File: src/rtl/sensor_interval_timer.sv
// S1->S2 crossing interval timer: synchronises and debounces both track sensors,
// then measures the gap in 1 ms ticks for the arrival-time predictor.
module sensor_interval_timer #(
  parameter int CLK_FREQ_HZ     = 50000000,
  parameter int TICK_DIV        = CLK_FREQ_HZ / 1000,
  parameter int DEBOUNCE_CYCLES = 100000,
  parameter int TIMEOUT_MS      = 500000
) (
  input  logic        clk,
  input  logic        rst_n,
  input  logic        sensor_s1,
  input  logic        sensor_s2,
  output logic [18:0] time_ms,
  output logic        time_valid,
  output logic        timeout,
  output logic        seq_err,
  output logic        busy
);

  // state  | meaning
  // IDLE   | waiting for an S1 edge; S2 edges here are sequence errors
  // TIMING | prescaler running, ms_count accumulating until S2 or timeout
  localparam logic [0:0] IDLE   = 1'b0;
  localparam logic [0:0] TIMING = 1'b1;

  localparam int PW = (TICK_DIV > 1) ? $clog2(TICK_DIV) : 1;
  localparam int DW = (DEBOUNCE_CYCLES > 1) ? $clog2(DEBOUNCE_CYCLES + 1) : 1;
  localparam logic [PW-1:0] TICK_LAST = PW'(TICK_DIV - 1);
  localparam logic [DW-1:0] DB_LAST   = DW'(DEBOUNCE_CYCLES - 1);
  localparam logic [18:0]   MS_LIMIT  = 19'(TIMEOUT_MS);

  // index 0 = S1, index 1 = S2
  logic [1:0]    meta_q, meta_d;
  logic [1:0]    sync_q, sync_d;
  logic [1:0]    deb_q, deb_d;
  logic [1:0]    deb_dly_q, deb_dly_d;
  logic [1:0]    edge_q, edge_d;
  logic [DW-1:0] db_cnt_q [2];
  logic [DW-1:0] db_cnt_d [2];

  logic [0:0]    state_q, state_d;
  logic [PW-1:0] presc_q, presc_d;
  logic [18:0]   ms_count_q, ms_count_d;
  logic [18:0]   time_ms_q, time_ms_d;
  logic          time_valid_q, time_valid_d;
  logic          timeout_q, timeout_d;
  logic          seq_err_q, seq_err_d;
  logic          busy_q, busy_d;

  logic          tick;
  logic [18:0]   ms_next;

  always_comb begin
    meta_d    = {sensor_s2, sensor_s1};
    sync_d    = meta_q;
    deb_d     = deb_q;
    deb_dly_d = deb_q;
    edge_d    = deb_q & ~deb_dly_q;
    for (int i = 0; i < 2; i++) begin
      db_cnt_d[i] = '0;
      if (sync_q[i] != deb_q[i]) begin
        if (db_cnt_q[i] == DB_LAST) begin
          deb_d[i] = ~deb_q[i];
        end else begin
          db_cnt_d[i] = db_cnt_q[i] + 1'b1;
        end
      end
    end
  end

  assign tick    = (state_q == TIMING) && (presc_q == TICK_LAST);
  assign ms_next = ms_count_q + 19'(tick);

  always_comb begin
    state_d      = state_q;
    presc_d      = presc_q;
    ms_count_d   = ms_count_q;
    time_ms_d    = time_ms_q;
    time_valid_d = 1'b0;
    timeout_d    = 1'b0;
    seq_err_d    = 1'b0;
    case (state_q)
      IDLE: begin
        // S1 wins a simultaneous S1/S2 edge
        if (edge_q[0]) begin
          state_d    = TIMING;
          presc_d    = '0;
          ms_count_d = '0;
        end else if (edge_q[1]) begin
          seq_err_d = 1'b1;
        end
      end
      default: begin
        presc_d    = tick ? '0 : presc_q + 1'b1;
        ms_count_d = ms_next;
        // S1 re-edges from trailing axles are ignored; S2 beats timeout on a tie
        if (edge_q[1]) begin
          time_ms_d    = (ms_next == '0) ? 19'd1 : ms_next;
          time_valid_d = 1'b1;
          state_d      = IDLE;
        end else if (ms_next == MS_LIMIT) begin
          timeout_d = 1'b1;
          state_d   = IDLE;
        end
      end
    endcase
    busy_d = (state_d == TIMING);
  end

  always_ff @(posedge clk or negedge rst_n) begin
    if (!rst_n) begin
      meta_q       <= '0;
      sync_q       <= '0;
      deb_q        <= '0;
      deb_dly_q    <= '0;
      edge_q       <= '0;
      db_cnt_q[0]  <= '0;
      db_cnt_q[1]  <= '0;
      state_q      <= IDLE;
      presc_q      <= '0;
      ms_count_q   <= '0;
      time_ms_q    <= '0;
      time_valid_q <= 1'b0;
      timeout_q    <= 1'b0;
      seq_err_q    <= 1'b0;
      busy_q       <= 1'b0;
    end else begin
      meta_q       <= meta_d;
      sync_q       <= sync_d;
      deb_q        <= deb_d;
      deb_dly_q    <= deb_dly_d;
      edge_q       <= edge_d;
      db_cnt_q[0]  <= db_cnt_d[0];
      db_cnt_q[1]  <= db_cnt_d[1];
      state_q      <= state_d;
      presc_q      <= presc_d;
      ms_count_q   <= ms_count_d;
      time_ms_q    <= time_ms_d;
      time_valid_q <= time_valid_d;
      timeout_q    <= timeout_d;
      seq_err_q    <= seq_err_d;
      busy_q       <= busy_d;
    end
  end

  assign time_ms    = time_ms_q;
  assign time_valid = time_valid_q;
  assign timeout    = timeout_q;
  assign seq_err    = seq_err_q;
  assign busy       = busy_q;

endmodule
File: config.mk
export PLATFORM = sky130hd
export DESIGN_NAME = sensor_interval_timer
export DESIGN_NICKNAME = d
export VERILOG_FILES = /design/src/rtl/sensor_interval_timer.sv
export SDC_FILE = /design/constraint.sdc
export NUM_CORES = 1
export LEC_CHECK = 0
export CAP_MARGIN = 20
export CORE_UTILIZATION = 50
export CTS_CLUSTER_SIZE = 10
export DETAILED_ROUTE_END_ITERATION = 8
export DONT_BUFFER_PORTS = 1
export PLACE_DENSITY = 0.61
export SLEW_MARGIN = 20
export SYNTH_ARGS = -nofsm -noshare
export SYNTH_HDL_FRONTEND = slang
export SYNTH_SLANG_ARGS = --single-unit
export TNS_END_PERCENT = 10
File: constraint.sdc
create_clock -name clk -period 5.2 [get_ports clk]
set_input_delay 1.3 -clock clk [delete_from_list [all_inputs] [get_ports clk]]
set_output_delay 1.3 -clock clk [all_outputs]
set_load 0.02 [all_outputs]
Word-level counts from Yosys, hierarchy flattened. Cells that the tools add are included.

Register bits: 102. Latch bits: 0. RAM bits: 0. Memory bits (read-only): 0. Output and inout bits: 23. Word-level logic and storage cells: 56. Memories kept: 0.

Add/subtract/negate cells: 4. $mul: 0. Div/mod/pow operators: 0. $lt $le $gt $ge: 0. Eq/ne operators: 6. Shift-type cells: 0. Mux-type cells: 21. Bitwise gates (word level): 4. Reductions and logical operators: 6.

Operator list (count): two-way mux 17 bit (4); two-way mux 19 bit (3); two-way mux 16 bit (3); adder 17 x 1 -> 17 bit (second input constant) (2); == test 17 bit (second input constant) (2); adder 19 x 1 -> 19 bit (1); == test 19 bit (second input constant) (1); zero test 19 bit (1); adder 16 x 1 -> 16 bit (second input constant) (1); == test 16 bit (second input constant) (1); two-way mux 1 bit (11); AND reduction 2 bit (3); bitwise AND 2 bit (1); != test 1 bit (2); inverter 1 bit (2); inverter 2 bit (1); nonzero test 2 bit (1); logical AND 1 bit (1).

Logic depth before layout (Yosys ltp). Gate-level depths: netlist of the first run.

Depth in word-level cells: 7. Depth in mapped cells: 12.

Least setup slack after synthesis of the first run. OpenSTA, ideal clock, no wires.

Path type: flip-flop to flip-flop. Start point: register presc_q[11]. End point: register busy_q, in the netlist busy. Arrival: 3011 ps. Slack: 2065 ps. Cell stages (with the launch flop): 12. Path buffers: 0. Period minus slack after synthesis: 3135 ps. Cell sequence: dfrtp_1 nand4bb_1 nor4_1 and4_1 ha_1 ha_1 nand3_4 nor2_1 xor2_1 nand3_1 or4_4 o31a_1.

Longest elaborated chain between the ends: 7.

RTL lines: from (decl) (RTL line 42) `logic [PW-1:0] presc_q, presc_d;`; from (signal assigned) (RTL line 136) `presc_q <= presc_d;`; == test 16 bit (RTL line 71) `assign tick = (state_q == TIMING) && (presc_q == TICK_LAST);`; logical AND 1 bit (RTL line 71); adder 19 x 1 -> 19 bit (RTL line 72) `assign ms_next = ms_count_q + 19'(tick);`; == test 19 bit (RTL line 101) `end else if (ms_next == MS_LIMIT) begin`; two-way mux 1 bit (RTL line 101); two-way mux 1 bit (RTL line 97) `if (edge_q[1]) begin`; two-way mux 1 bit (RTL line 82) `case (state_q)`; via busy_d (RTL line 48) `logic busy_q, busy_d;`; to (signal assigned) (RTL line 142) `busy_q <= busy_d;`; to (decl) (RTL line 48).

The timed path passes the listed nets, and every way through them passes these cells. A chain may end at the register's enable or synchronous reset.

Final worst setup path of the first run. Same ends and word-level chain as after synthesis.

==> results of run 1 <==
final cells by class:
cell class	instances	area [um^2]
fill	905	4478
tap	133	166.4
inverter	13	48.80
timing repair buffer	3	22.52
sequential	102	2552
clock inverter	6	76.32
clock buffer	10	127.6
multi-input combinational	373	2212
synth_stat cells (2+ instances only):
cell / n
inv_1: 12
o21ai_0: 42
or2_2: 2
o22ai_1: 3
nand2_1: 74
xor2_1: 26
nand4_1: 15
nor4_1: 14
buf_4: 3
mux2i_1: 2
buf_1: 2
o41ai_1: 4
dfrtp_1: 102
o31ai_1: 4
clkbuf_1: 14
nand3_1: 29
xnor2_1: 25
buf_6: 5
and3_1: 6
nor3_1: 6
a41o_1: 2
nand4_4: 2
a31oi_1: 7
mux2_2: 3
and2_1: 2
nor2_1: 68
buf_2: 2
and4_1: 6
nand4bb_1: 2
o31a_1: 2
a22o_1: 6
nor2b_1: 3
ha_1: 5
final timing paths:
path	slack [ns]	startpoint	end
worst min-delay path	0.36	meta_q[0]$_DFF_PN0_	sync_q[0]$_DFF_PN0_
min in group asynchronous	0.62	rst_n	presc_q[15]$_DFFE_PN0P_
worst max register to register	1.54	presc_q[11]$_DFFE_PN0P_	busy$_DFF_PN0_
worst max-delay path	1.54	presc_q[11]$_DFFE_PN0P_	busy$_DFF_PN0_
max in group asynchronous	4.42	rst_n	ms_count_q[18]$_DFFE_PN0P_
worst min register to register	0.36	meta_q[0]$_DFF_PN0_	sync_q[0]$_DFF_PN0_
report_power, final:
group / internal [uW] / switching, uW / total (uW)
Sequential: 798 / 4.14 / 802
Clock: 232 / 284 / 515
Combinational: 4.65 / 7.42 / 12.1
flip-flops by register name, indices dropped and copies added, names as in the netlist, 2 cells and up:
register    flops
db_cnt_q       34
edge_q          2
deb_dly_d       2
deb_dly_q       2
presc_q        16
meta_q          2
time_ms        19
sync_q          2
ms_count_q     19
metrics by stage:
| step | instances | total power, uW | setup WS (ns) |
|---|---|---|---|
| 2_1_floorplan | 515 | 828.0 | 2.065 |
| 3_3_place_gp | 624 | 829.6 | 1.788 |
| 3_5_place_dp | 624 | 830.0 | 1.610 |
| 4_1_cts | 640 | 1351 | 1.593 |
| 5_1_grt | 640 | 1378 | 1.298 |
| 6_report | 640 | 1329 | 1.541 |
per-layer routing:
metal,global-route usage,part of all wire,vias to the layer above
met5,0,0,-
met4,0.06466,0.018,0
met3,0.05797,0.049,15
met2,0.3207,0.46,78
met1,0.2710,0.47,1763
li1,-,-,1758
kinds of logic (layout without fill, tap and decap cells):
family | Yosys count | in the layout | synth area share
muxes | 5 | 5 | 0.01084
buffers and inverters | 40 | 32 | 0.04082
AOI/OAI and AO/OA | 74 | 74 | 0.09249
DFF | 102 | 102 | 0.5141
xor gates and xnor gates | 51 | 51 | 0.08997
and+or+nand+nor | 238 | 238 | 0.2392
adders and majority gates | 5 | 5 | 0.01260
==> results by group, run 1 <==
Outcome
  – Status: complete, no violations

Synth
  – Average cell area after synthesis: 9.640 um^2
  – Ys flop type: dfrtp_1
  – Yosys reg bits: ~100
  – Post-synthesis sequential area ratio: 0.5141
  – Synth area leaders: dfrtp_1, nand2_1, nor2_1
  – Asr flop ratio synth: 1.000
  – EDFF count, synth: 0
  – Synth cell types: 48
  – Area leader, netlist: dfrtp_1
  – Post-Synthesis Cells: between 500 and 600
  – Share of the synthesized area in the top cell type: 0.5141
  – Area of the mapped netlist: between 4000 and 5000 um^2
  – Synthesis warning total: 0
  – Net Count, Synth: roughly 520

Global route
  – Via count of the first global-routing pass: 3390
  – Initial antenna violation count: 0
  – GRT Resource Usage Total: 0.2032
  – Largest net degree at the start of global routing: 103
  – First-pass GRT wire length: around 16000 um
  – GRT Residual Overflow: 0

Drt
  – DRT iter0 DRCs: ~160
  – Pre-antenna DRT Iters: 4
  – Post-route DRC: 0
  – DRT antenna net count: 0
  – Routed WL per cell: roughly 15 um
  – Vias/cell: between 5 and 6
  – Routed WL: 9687 um
  – Vias: 3614

Worst setup path
  – Crit path max-delay family: simple AND/OR/NAND/NOR gates
  – Critical Path Max Stage Delay: 0.47 ns
  – Slowest cell on crit path: nor4_1
  – Crit path DAT: approximately 4 ns
  – Worst-case reg-to-reg path depth: 11
  – Crit path kind: register to register
  – Most used cell, CP: ha_1
  – Worst-path fanout max: 8
  – Critical Path RT: approximately 5.5 ns
  – WP depth: 11
  – Worst-path cell chain: nand4bb_1 -> nor4_1 -> and4_1 -> ha_1 -> ha_1 -> nand3_4 -> nor2_1 -> xor2_1 -> nand3_1 -> or4_4 -> o31a_1
  – Worst path bufs/invs: 0
  – Startpoint Class: register
  – Nature of the critical path endpoint: register

Floorplanning
  – Core Area: approximately 9700 um^2
  – # rows: 36
  – IO Pins: 27
  – DIE WIDTH: just over 100 um
  – Die area: 10330 um^2
  – Starting density of the core: 0.5127
  – Die height: 101.6 um

Clock tree
  – CTS root buf: clkbuf_8
  – Setup bufs post-CTS: 0
  – Clk sinks: 102
  – Reg clk slew, reported paths: 0.10 ns
  – Clock Latency Late Sink: about 0.37 ns
  – CTS tree: built
  – H-tree lvl count: 3
  – Clock buffer depth: 2
  – CTS Buf Count: 9
  – Post-cts sizing count: 0
  – CTS Hold Bufs: 0

Timing
  – Slew Limit Fails: 0
  – Final period utilization: 0.7037
  – Endpoints failing setup: 0
  – Clk_skew: ~0.010 ns
  – Final setup TNS: 0 ns
  – Worst slew pin tran: ~0.74 ns
  – Post-route minimum period: between 3 and 4 ns
  – Min Hold Slack: approximately 0.36 ns
  – Slew HR: 0.5043
  – Final hold viol count: 0
  – F_max: between 200 and 300 MHz
  – RSZ-0062 raised after global routing: no

Pwr
  – PD cells: between 200 and 300 nW/um^2
  – IR drop worst, VDD: ~0.15 mV
  – Pleak: approximately 0.0023 uW

Job
  – Maxcap violations: 0

Final layout
  – Most common cell after layout, fill and taps aside: dfrtp_1
  – Non-Filler Cell Area, Final: 5206 um^2
  – Fin util: 0.5376
  – P&R area growth vs syn: 4.864%
  – Commonest cells after routing, fill and taps aside: dfrtp_1, nand2_1, nor2_1
  – Share of layout cells above drive strength 1: 0.06509
  – Ant. Diodes: 0
  – Nets: slightly above 500

Hold path
  – Hold depth: 0
  – Hold Crit Class: register to register

Place
  – DP Area: 5002 um^2
  – PortBufs: 0
  – Detailed Place HPWL: between 6000 and 7000 um
  – RD Place Congestion: 0.8813
(Power assumes the default switching activity.)
==> run 2, diff against run 1 <==
clock period = 3.8 ns   (was 5.2 ns; I/O delays follow)
==> results by group, run 2 (synthesis results as in run 1) <==
Clock tree
  – Reg clk slew, reported paths: approximately 0.090 ns
  – Clk sinks: roughly 100
  – CTS Buf Count: 9
  – CTS tree: built
  – CTS root buf: clkbuf_8
  – H-tree lvl count: 3
  – Clock Latency Late Sink: about 0.36 ns
  – Setup bufs post-CTS: 0
  – Clock buffer depth: 2

Drt
  – DRT iter0 DRCs: around 140
  – Pre-antenna DRT Iters: 4
  – Vias: around 3700
  – Routed WL per cell: roughly 16 um
  – Routed WL: roughly 10000 um
  – DRT antenna net count: 0
  – Post-route DRC: 0
  – Vias/cell: 5.712

Final layout
  – Register area: between 2000 and 3000 um^2
  – Nets: 515
  – Ant. Diodes: 0
  – Largest register by flop count: db_cnt_q
  – P&R area growth vs syn: 5.444%
  – Fill cell count: 904
  – Multi-input logic area: roughly 2200 um^2
  – Most common cell after layout, fill and taps aside: dfrtp_1
  – Largest register FFs: 34
  – Non-Filler Cell Area, Final: around 5200 um^2
  – Share of layout cells above drive strength 1: 0.07843
  – Commonest cells after routing, fill and taps aside: dfrtp_1, nand2_1, nor2_1

Worst setup path
  – Crit path max-delay family: simple AND/OR/NAND/NOR gates
  – Worst-case reg-to-reg path depth: 12
  – Worst r2r src: presc_q[0]$_DFFE_PN0P_
  – Worst-path cell chain: ha_1 -> nand3_1 -> nor3_2 -> and4_1 -> ha_1 -> ha_1 -> nand3_4 -> nor4_1 -> xor2_1 -> nor4_1 -> nand3_1 -> o31a_1
  – Worst Setup SP: presc_q[0]$_DFFE_PN0P_
  – Worst-path fanout max: 8
  – Critical Path Max Stage Delay: around 0.4 ns
  – Worst path bufs/invs: 0
  – Crit path kind: register to register
  – Critical Path RT: roughly 4.1 ns
  – Crit path DAT: 3.64 ns
  – Most used cell, CP: ha_1
  – Nature of the critical path endpoint: register
  – Startpoint Class: register
  – Slowest cell on crit path: dfrtp_1
  – WP depth: 12

Timing
  – Clk_skew: around 0.011 ns
  – Worst setup margin: around 0.41 ns
  – Slew HR: 0.3269
  – Worst slew pin tran: a little over 1 ns
  – RSZ-0062 raised after global routing: no
  – Post-route minimum period: 3.391 ns
  – Slew Limit Fails: 0
  – F_max: 294.9 MHz
  – Final period utilization: 0.8924
  – Final hold viol count: 0
  – Min Hold Slack: between 0.2 and 0.3 ns
  – Endpoints failing setup: 0
  – Final setup TNS: 0 ns

Floorplanning
  – Starting density of the core: 0.5127
  – DIE WIDTH: 101.6 um
  – Die area: between 10000 and 15000 um^2
  – Core Area: between 9000 and 10000 um^2
  – IO Pins: 27
  – # rows: 36
  – Die height: between 100 and 150 um

Global route
  – Via count of the first global-routing pass: about 3400
  – Initial antenna violation count: 0
  – GRT Residual Overflow: 0
  – Largest net degree at the start of global routing: between 100 and 150
  – First-pass GRT wire length: between 15000 and 20000 um
  – GRT Resource Usage Total: 0.2069

Place
  – DP Area: slightly above 5000 um^2
  – PortBufs: 0
  – Detailed Place HPWL: approximately 6700 um
  – Pre-CTS setup slack: just over 0.3 ns
  – RD Place Congestion: around 0.8

Job
  – Maxcap violations: 0

Hold path
  – Hold Crit Class: input pin to async pin

Pwr
  – Pleak: between 0.002 and 0.0025 uW
  – IR drop worst, VDD: 0.1733 mV
  – PD cells: approximately 340 nW/um^2
  – PnR Total Power: ~1800 uW

Outcome
  – Status: complete, no violations
run 2: changes by cell type in the layout (fill, tap and decap cells not counted), moves of 2 or more:
| cell | delta |
|---|---|
| clkinv_2 | +3 |
| nor3_2 | +2 |
| buf_4 | +4 |
| nor3_1 | -2 |
run 2: path summary, 6_finish.rpt:
kind | to | slack, ns
max | busy$_DFF_PN0_ | 0.41
min | presc_q[15]$_DFFE_PN0P_ | 0.27
max reg2reg | busy$_DFF_PN0_ | 0.41
min in group clk | sync_q[1]$_DFF_PN0_ | 0.36
min reg2reg | sync_q[1]$_DFF_PN0_ | 0.36
max in group asynchronous | edge_q[1]$_DFF_PN0_ | 3.40
run 2: layer usage:
layer	vias up	wire length, um	global-route usage
met3	13	294	0.03589
met4	0	150	0.07135
li1	1763	-	-
met2	56	4770	0.3311
met5	-	0	0
met1	1841	4786	0.2849
run 2: cell type report:
class,instances,area share
repair buffers,7,0.01004
clock buffers,9,0.02366
flip-flops and latches,102,0.4876
multi-input cells,373,0.4257
inverters,13,0.009321
clock inverters,6,0.01195
well taps,133,0.03179
run 2: report_power, final:
group          internal [uW]  leakage (uW)  switching (uW)
Combinational           6.33      0.000766            10.2
Sequential              1090       0.00141            5.83
Clock                    301     0.0000992             366
Total                   1400       0.00228             382
run 2: per-stage QoR:
step | utilization | std cells
2_1_floorplan | - | 515
3_3_place_gp | 0.5196 | 628
3_5_place_dp | 0.5196 | 628
4_1_cts | 0.5389 | 643
5_1_grt | 0.5406 | 643
6_report | 0.5406 | 643
run 2: what timing repair did:
item,in CTS,in global routing
endpoints found under the setup margin,0,3
gates resized for setup,0,3
hold buffers,0,0
